--- src/rtl/l1_shared_mem_arbiter.sv ---
// rtl/l1_shared_mem_arbiter.sv - round-robin arbiter between two L1 caches and one fixed-latency data memory
// Write completions also broadcast an invalidate to the non-owning core's L1.
module l1_shared_mem_arbiter #(
    parameter int ADDR_W      = 10,
    parameter int DATA_W      = 32,
    parameter int MEM_LATENCY = 2
) (
    input  logic              clk,
    input  logic              reset,
    input  logic              c0_req,
    input  logic              c0_we,
    input  logic [ADDR_W-1:0] c0_addr,
    input  logic [DATA_W-1:0] c0_wdata,
    output logic              c0_ack,
    output logic [DATA_W-1:0] c0_rdata,
    output logic              c0_inv,
    input  logic              c1_req,
    input  logic              c1_we,
    input  logic [ADDR_W-1:0] c1_addr,
    input  logic [DATA_W-1:0] c1_wdata,
    output logic              c1_ack,
    output logic [DATA_W-1:0] c1_rdata,
    output logic              c1_inv,
    output logic [ADDR_W-1:0] inv_addr,
    output logic              mem_en,
    output logic              mem_we,
    output logic [ADDR_W-1:0] mem_addr,
    output logic [DATA_W-1:0] mem_wdata,
    input  logic [DATA_W-1:0] mem_rdata
);

    localparam int CNT_W = (MEM_LATENCY > 1) ? $clog2(MEM_LATENCY) : 1;

    typedef enum logic [1:0] {IDLE, ACCESS, RESP} state_t;

    state_t             state_q;
    logic               owner_q;
    logic               rr_q;
    logic [CNT_W-1:0]   cnt_q;
    logic [1:0]         ack_q;
    logic [1:0]         inv_q;
    logic [DATA_W-1:0]  c0_rdata_q;
    logic [DATA_W-1:0]  c1_rdata_q;
    logic [ADDR_W-1:0]  inv_addr_q;
    logic               mem_en_q;
    logic               mem_we_q;
    logic [ADDR_W-1:0]  mem_addr_q;
    logic [DATA_W-1:0]  mem_wdata_q;

    logic               sel_c1;
    logic               sel_we;
    logic [ADDR_W-1:0]  sel_addr;
    logic [DATA_W-1:0]  sel_wdata;

    // rr_q names the core that wins a tie; a lone requester always wins.
    assign sel_c1    = (c0_req && c1_req) ? rr_q : c1_req;
    assign sel_we    = sel_c1 ? c1_we    : c0_we;
    assign sel_addr  = sel_c1 ? c1_addr  : c0_addr;
    assign sel_wdata = sel_c1 ? c1_wdata : c0_wdata;

    always_ff @(posedge clk or negedge reset) begin
        if (!reset) begin
            state_q     <= IDLE;
            owner_q     <= 1'b0;
            rr_q        <= 1'b0;
            cnt_q       <= '0;
            ack_q       <= '0;
            inv_q       <= '0;
            c0_rdata_q  <= '0;
            c1_rdata_q  <= '0;
            inv_addr_q  <= '0;
            mem_en_q    <= 1'b0;
            mem_we_q    <= 1'b0;
            mem_addr_q  <= '0;
            mem_wdata_q <= '0;
        end else begin
            case (state_q)
                IDLE: begin
                    if (c0_req || c1_req) begin
                        state_q     <= ACCESS;
                        owner_q     <= sel_c1;
                        cnt_q       <= CNT_W'(MEM_LATENCY - 1);
                        mem_en_q    <= 1'b1;
                        mem_we_q    <= sel_we;
                        mem_addr_q  <= sel_addr;
                        mem_wdata_q <= sel_wdata;
                    end
                end
                ACCESS: begin
                    if (cnt_q != '0) begin
                        cnt_q <= cnt_q - 1'b1;
                    end else begin
                        // The mem_* registers double as the latched request until they clear here.
                        state_q          <= RESP;
                        mem_en_q         <= 1'b0;
                        mem_we_q         <= 1'b0;
                        mem_addr_q       <= '0;
                        mem_wdata_q      <= '0;
                        ack_q[owner_q]   <= 1'b1;
                        inv_q[~owner_q]  <= mem_we_q;
                        inv_addr_q       <= mem_we_q ? mem_addr_q : '0;
                        if (owner_q) c1_rdata_q <= mem_we_q ? '0 : mem_rdata;
                        else         c0_rdata_q <= mem_we_q ? '0 : mem_rdata;
                    end
                end
                RESP: begin
                    state_q    <= IDLE;
                    rr_q       <= ~owner_q;
                    ack_q      <= '0;
                    inv_q      <= '0;
                    inv_addr_q <= '0;
                    c0_rdata_q <= '0;
                    c1_rdata_q <= '0;
                end
                default: state_q <= IDLE;
            endcase
        end
    end

    assign c0_ack    = ack_q[0];
    assign c1_ack    = ack_q[1];
    assign c0_inv    = inv_q[0];
    assign c1_inv    = inv_q[1];
    assign c0_rdata  = c0_rdata_q;
    assign c1_rdata  = c1_rdata_q;
    assign inv_addr  = inv_addr_q;
    assign mem_en    = mem_en_q;
    assign mem_we    = mem_we_q;
    assign mem_addr  = mem_addr_q;
    assign mem_wdata = mem_wdata_q;

    a_one_ack: assert property (@(posedge clk) disable iff (!reset) !(c0_ack && c1_ack));
    a_mem_en_access: assert property (@(posedge clk) disable iff (!reset) mem_en |-> (state_q == ACCESS));
    a_c0_stable: assert property (@(posedge clk) disable iff (!reset)
        (c0_req && !c0_ack) |=> (!c0_req || ($stable(c0_we) && $stable(c0_addr) && $stable(c0_wdata))));
    a_c1_stable: assert property (@(posedge clk) disable iff (!reset)
        (c1_req && !c1_ack) |=> (!c1_req || ($stable(c1_we) && $stable(c1_addr) && $stable(c1_wdata))));

endmodule

--- config.mk ---
export PLATFORM = sky130hd
export DESIGN_NAME = l1_shared_mem_arbiter
export DESIGN_NICKNAME = d
export VERILOG_FILES = /design/src/rtl/l1_shared_mem_arbiter.sv
export SDC_FILE = /design/constraint.sdc
export NUM_CORES = 1
export LEC_CHECK = 0
export ABC_AREA = 1
export BUFFER_PORTS_ARGS = -buffer_cell sky130_fd_sc_hd__buf_2
export CAP_MARGIN = 40
export CORE_MARGIN = 1.5
export CORE_UTILIZATION = 49
export DETAILED_ROUTE_END_ITERATION = 8
export HOLD_SLACK_MARGIN = 0.08
export PLACE_DENSITY = 0.9
export SYNTH_ARGS = -nofsm -noshare
export SYNTH_HDL_FRONTEND = slang
export SYNTH_SLANG_ARGS = --single-unit
--- constraint.sdc ---
create_clock -name clk -period 1.5 [get_ports clk]
set_input_delay 0.075 -clock clk [delete_from_list [all_inputs] [get_ports clk]]
set_output_delay 0.075 -clock clk [all_outputs]
set_load 0.05 [all_outputs]
* Word-level counts from Yosys, hierarchy flattened
Index checks and enable logic that the tools add are counted.
** Cells by class
- Add/subtract/negate cells :: 1
- Magnitude comparators :: 4
- Eq/ne operators :: 6
- Muxes and demuxes :: 39
- Bitwise logic cells :: 2
- Reductions and logical operators :: 14
** Operator list (count)
- 32-bit two-way mux :: 8
- 32-bit case mux with 2 select lines :: 3
- 10-bit two-way mux :: 5
- 10-bit case mux with 2 select lines :: 2
- 2-bit case mux with 2 select lines :: 3
- 3-bit AND reduction :: 3
- 1-bit two-way mux :: 8
- 2-bit two-way mux :: 4
- 2-bit != test, second input constant :: 4
- 2-bit AND reduction :: 4
- 1-bit case mux with 2 select lines :: 3
- 1-bit by 2-bit less-than comparator with 1-bit output, second input constant :: 2
- 2-bit nonzero test :: 2
- 1-bit logical AND :: 3
- 2-bit bitwise mux :: 1
- 1-bit demux with 1-bit select :: 2
- 2-bit by 1-bit == test with 1-bit output, second input constant :: 1
- 2-bit == test, second input constant :: 1
- 1-bit greater-or-equal comparator, second input constant :: 2
- 2-bit logical NOT :: 1
- 2-bit bitwise OR :: 1
- 1-bit logical OR :: 1
- 1-bit NOT :: 1
- 1-bit subtractor, second input constant :: 1
** Word-level totals
- Register bits :: 127
- Input port bits :: 122
- Output and inout bits :: 122
- Logic and storage cells :: 79

* Logic depth before layout (Yosys ltp)
- Depth after elaboration :: 8
- Mapped depth :: 8
- Mapped depth without buffers :: 6

* Least setup slack after synthesis
Ideal clock, no wire load.
- Path type :: register -> register
- From :: reg mem_we_q (netlist: mem_we)
- To :: reg c0_rdata_q[4] (netlist: c0_rdata[4])
- Library setup time :: 0.119 ns
- Arrival :: 1.360 ns
- Required time :: 1.381 ns
- Slack :: 0.021 ns
- Cell stages (with the launch flop) :: 7
- Buffers on the path :: 1
- Clock period less this slack :: 1.479 ns
- Cell sequence :: dfrtp_1 clkinv_1 buf_2 nand2_1 nor2_1 nand3_1 nand2_1
** Between the ends
- Longest elaborated chain between the ends :: 4
** RTL lines
- start: declaration :: RTL line 46 : logic mem_we_q;
- start signal: assignment :: RTL line 84 : mem_we_q <= sel_we;
- 32-bit two-way mux :: RTL line 103 : else c0_rdata_q <= mem_we_q ? '0 : mem_rdata;
- 32-bit two-way mux :: RTL line 102 : if (owner_q) c1_rdata_q <= mem_we_q ? '0 : mem_rdata;
- 32-bit two-way mux :: RTL line 90 : if (cnt_q != '0) begin
- 32-bit case mux with 2 select lines :: RTL line 77 : case (state_q)
- end signal: assignment :: RTL line 103
- end: declaration :: RTL line 42 : logic [DATA_W-1:0] c0_rdata_q;
Every way passes these cells. The select of a mux whose other input is x is not followed.
A chain may end at the register's enable or synchronous reset.

* Worst setup path after layout
- From :: reg state_q[0]
- To :: reg c0_rdata_q[22] (netlist: c0_rdata[22])
** Between the ends
- Longest elaborated chain between the ends :: 3
- Elaborated cells on any way between the ends :: 7
- Classes of those cells :: eq/ne (4); mux (1); reduce/logical (2)
** RTL lines
- start: declaration :: RTL line 36 : state_t state_q;
- start signal: assignment :: RTL line 63 : state_q <= IDLE;
- start signal: assignment :: RTL line 80 : state_q <= ACCESS;
- start signal: assignment :: RTL line 94 : state_q <= RESP;
- 2-bit by 1-bit == test with 1-bit output / 2-bit == test (equally long branches) :: RTL line 77
- 2-bit != test (no source line) / 2-bit nonzero test (equally long branches)
- 3-bit AND reduction (no source line)
Several ways; a longest one is shown, not always the timed one.

==> flow_metrics.env <==
export IMPL_vias=7467
export IMPL_netlist_instances=816
export IMPL_tns_ns=0
export IMPL_crit_required_ns=1.79
export IMPL_cts_tree="built"
export IMPL_ant_nets=0
export IMPL_drive_gt1_share_pct=26.7
export IMPL_pwr_share_clk_pct=18.5
export IMPL_rsz0062_at_grt="no"
export IMPL_ys_ff_latch=127
export IMPL_clockBufferDepth=2
export IMPL_drv_cap=0
export IMPL_die_y_um=115
export IMPL_swShare_pct=53.2
export IMPL_cts_setup_buffers=0
export IMPL_grt_pass1_vias=7438
export IMPL_critPathKind="register to register"
export IMPL_drv_slew=0
export IMPL_powerDensity_mw_per_mm2=2420
export IMPL_final_cell_mix="nand2_1, buf_2, nand3_1, dfrtp_1, dlygate4sd3_1"
export IMPL_hold_violations=0
export IMPL_grt_pass1_wl_um=37100
export IMPL_dieArea_mm2=0.0132
export IMPL_die_w_um=115
export IMPL_met2WireLength_um=11600
export IMPL_antenna_found_initial=0
export IMPL_fmax_ghz=0.718
export IMPL_critPathCaptureType="register"
export IMPL_hold_class="input port to register"
export IMPL_nNetsFinal=1293
export IMPL_cts_sinks=127
export IMPL_p_int_mw=10.7
export IMPL_syn_area_mm2=0.00615
export IMPL_critPathLaunchType="register"
export IMPL_gp_congestion=0.848
export IMPL_final_cells=1354
export IMPL_area_delta_synth_final_pct=54.0
export IMPL_htreeDepth=4
export IMPL_place_inst=1200
export IMPL_ys_seq_area_share_pct=51.7
export IMPL_route_detailed_drc=0
export IMPL_core_area_mm2=0.0121
export IMPL_relSlewSlack_pct=67.9
export IMPL_insertion_delay_ns=0.42
export IMPL_power_switching_mw=12.2
export IMPL_start_util_pct=50.8
export IMPL_synth_cell_types=19
export IMPL_drt_pass1_iterations=8
export IMPL_status="complete, no violations"
export IMPL_seqPwrFrac_pct=25.9
export IMPL_nFillCells=751
export IMPL_wl_per_cell_um=17.7
export IMPL_grt_use_total_pct=36.3
export IMPL_portBuffers=243
export IMPL_synth_warnings=0
export IMPL_vias_per_cell=5.51
export IMPL_worst_pin_slew_ns=0.482
export IMPL_ios=244
export IMPL_clkTransAtPathRegs_ns=0.06
export IMPL_place_hpwl_um=12300
export IMPL_wl_um=24000
export IMPL_synth_nets=938
export IMPL_rrSetupSlack_ns=0.11
export IMPL_mostFrequentLayoutCell="nand2_1"
export IMPL_row_count=40
export IMPL_highest_layer="met4"
export IMPL_cp_max_fo=32
export IMPL_critPathArrivalTime_ns=1.68
export IMPL_p_leak_nw=5.59
export IMPL_pwr_share_comb_pct=55.6
export IMPL_ir_drop_v=0.00144
export IMPL_cts_root_buffer="clkbuf_16"
export IMPL_gr_total_overflow=0
export IMPL_fin_crit_ns=1.39
export IMPL_wl_met1_um=8630
export IMPL_drtIter0Drc=1039
export IMPL_dr_wl_met3_um=2620
export IMPL_skew_ns=0.0109
export IMPL_grt_max_degree=44
export IMPL_synth_avg_cell_area_um2=7.54
export IMPL_power_mw=23.0
export IMPL_timing_hold_ws_ns=0.101
export IMPL_finalCritPeriodShare_pct=92.9
export IMPL_cts_buffers_inserted=17
export IMPL_setup_viol=0
## cells in the mapped netlist, drive strengths merged
cell | count | area [um^2]
buf | 42 | 230
a21oi | 1 | 5.00
dfrtp | 127 | 3180
clkinv | 1 | 3.75
nand2 | 294 | 1110
clkbuf | 10 | 37.5
o21ai | 4 | 20.0
nand3 | 202 | 1040
inv | 95 | 357
nor2 | 40 | 173
## critical path, cell delays in order (launching register included)
cell     delay [ns]
dfrtp_1        0.39
buf_4          0.17
inv_2          0.07
nand2_2        0.11
nand2_1        0.10
nand3_2        0.08
buf_12         0.18
nand2_1        0.07
nand2_1        0.08
## cell families after synthesis
| logic type | synth area share [%] |
|---|---|
| compound gates | 0.407 |
| buf+inv | 10.2 |
| simple gates | 37.7 |
| flops | 51.7 |
## worst paths after layout
path                                          start                  endpoint  depth (start not counted)
setup / recovery             state_q[0]$_DFFE_PN0P_  c0_rdata[22]$_DFFE_PN0P_                          8
hold / removal                               c1_req       owner_q$_DFFE_PN0P_                          3
setup reg to reg             state_q[0]$_DFFE_PN0P_  c0_rdata[22]$_DFFE_PN0P_                          8
hold reg to reg            c0_rdata[15]$_DFFE_PN0P_  c0_rdata[15]$_DFFE_PN0P_                          2
max in group asynchronous                     reset  c0_rdata[17]$_DFFE_PN0P_                          3
min in group asynchronous                     reset  c0_rdata[26]$_DFFE_PN0P_                          2
## state kept, by name, indices dropped and copies added (netlist names)
name,cells
c0_rdata,32
c1_rdata,32
mem_wdata,32
inv_addr,10
mem_addr,10
ack_q,2
inv_q,2
state_q,2
cnt_q,1
mem_en,1
mem_we,1
owner_q,1
rr_q,1
## layer usage
layer	track usage [%]	up-vias
met1	42.8	3431
met5	0	-
met4	19.1	0
li1	-	3257
met3	9.75	136
met2	60.8	643
## power groups by stage
| stage | Sequential [mW] | Combinational [mW] | Clock, mW |
|---|---|---|---|
| floorplan | 10.5 | 4.13 | 0 |
| global placement | 5.81 | 11.9 | 0 |
| detailed placement | 5.85 | 12.1 | 0 |
| CTS | 5.84 | 12.4 | 4.24 |
| global route | 6.05 | 13.5 | 4.42 |
| finish | 5.94 | 12.8 | 4.26 |
## final cells by class
| cell class | count | area, um^2 | area share, % |
|---|---|---|---|
| antenna | 2 | 5.00 | 0.0528 |
| clock buffer | 19 | 443 | 4.68 |
| clock inverter | 13 | 164 | 1.73 |
| inverter | 96 | 363 | 3.83 |
| multi-input combinational | 541 | 2360 | 24.9 |
| sequential | 127 | 3180 | 33.6 |
| tap | 168 | 210 | 2.22 |
| timing repair buffer | 388 | 2750 | 29.0 |
## timing repair
item                                   in CTS  in global routing
hold buffers                              120                  0
setup endpoints to repair                   0                  8
endpoints found under the hold margin     235                  0
resized for setup                           0                  3
## through the flow
step                      utilization, %  setup WS, ns  instance area [um^2]
after floorplan                        -        0.0212                  6150
after global placement              63.2         0.176                  7650
after detailed placement            63.2         0.105                  7650
after CTS                           78.1        0.0889                  9460
after global routing                78.2        0.0228                  9470
final                               78.2         0.107                  9470
(Power assumes the default switching activity.)
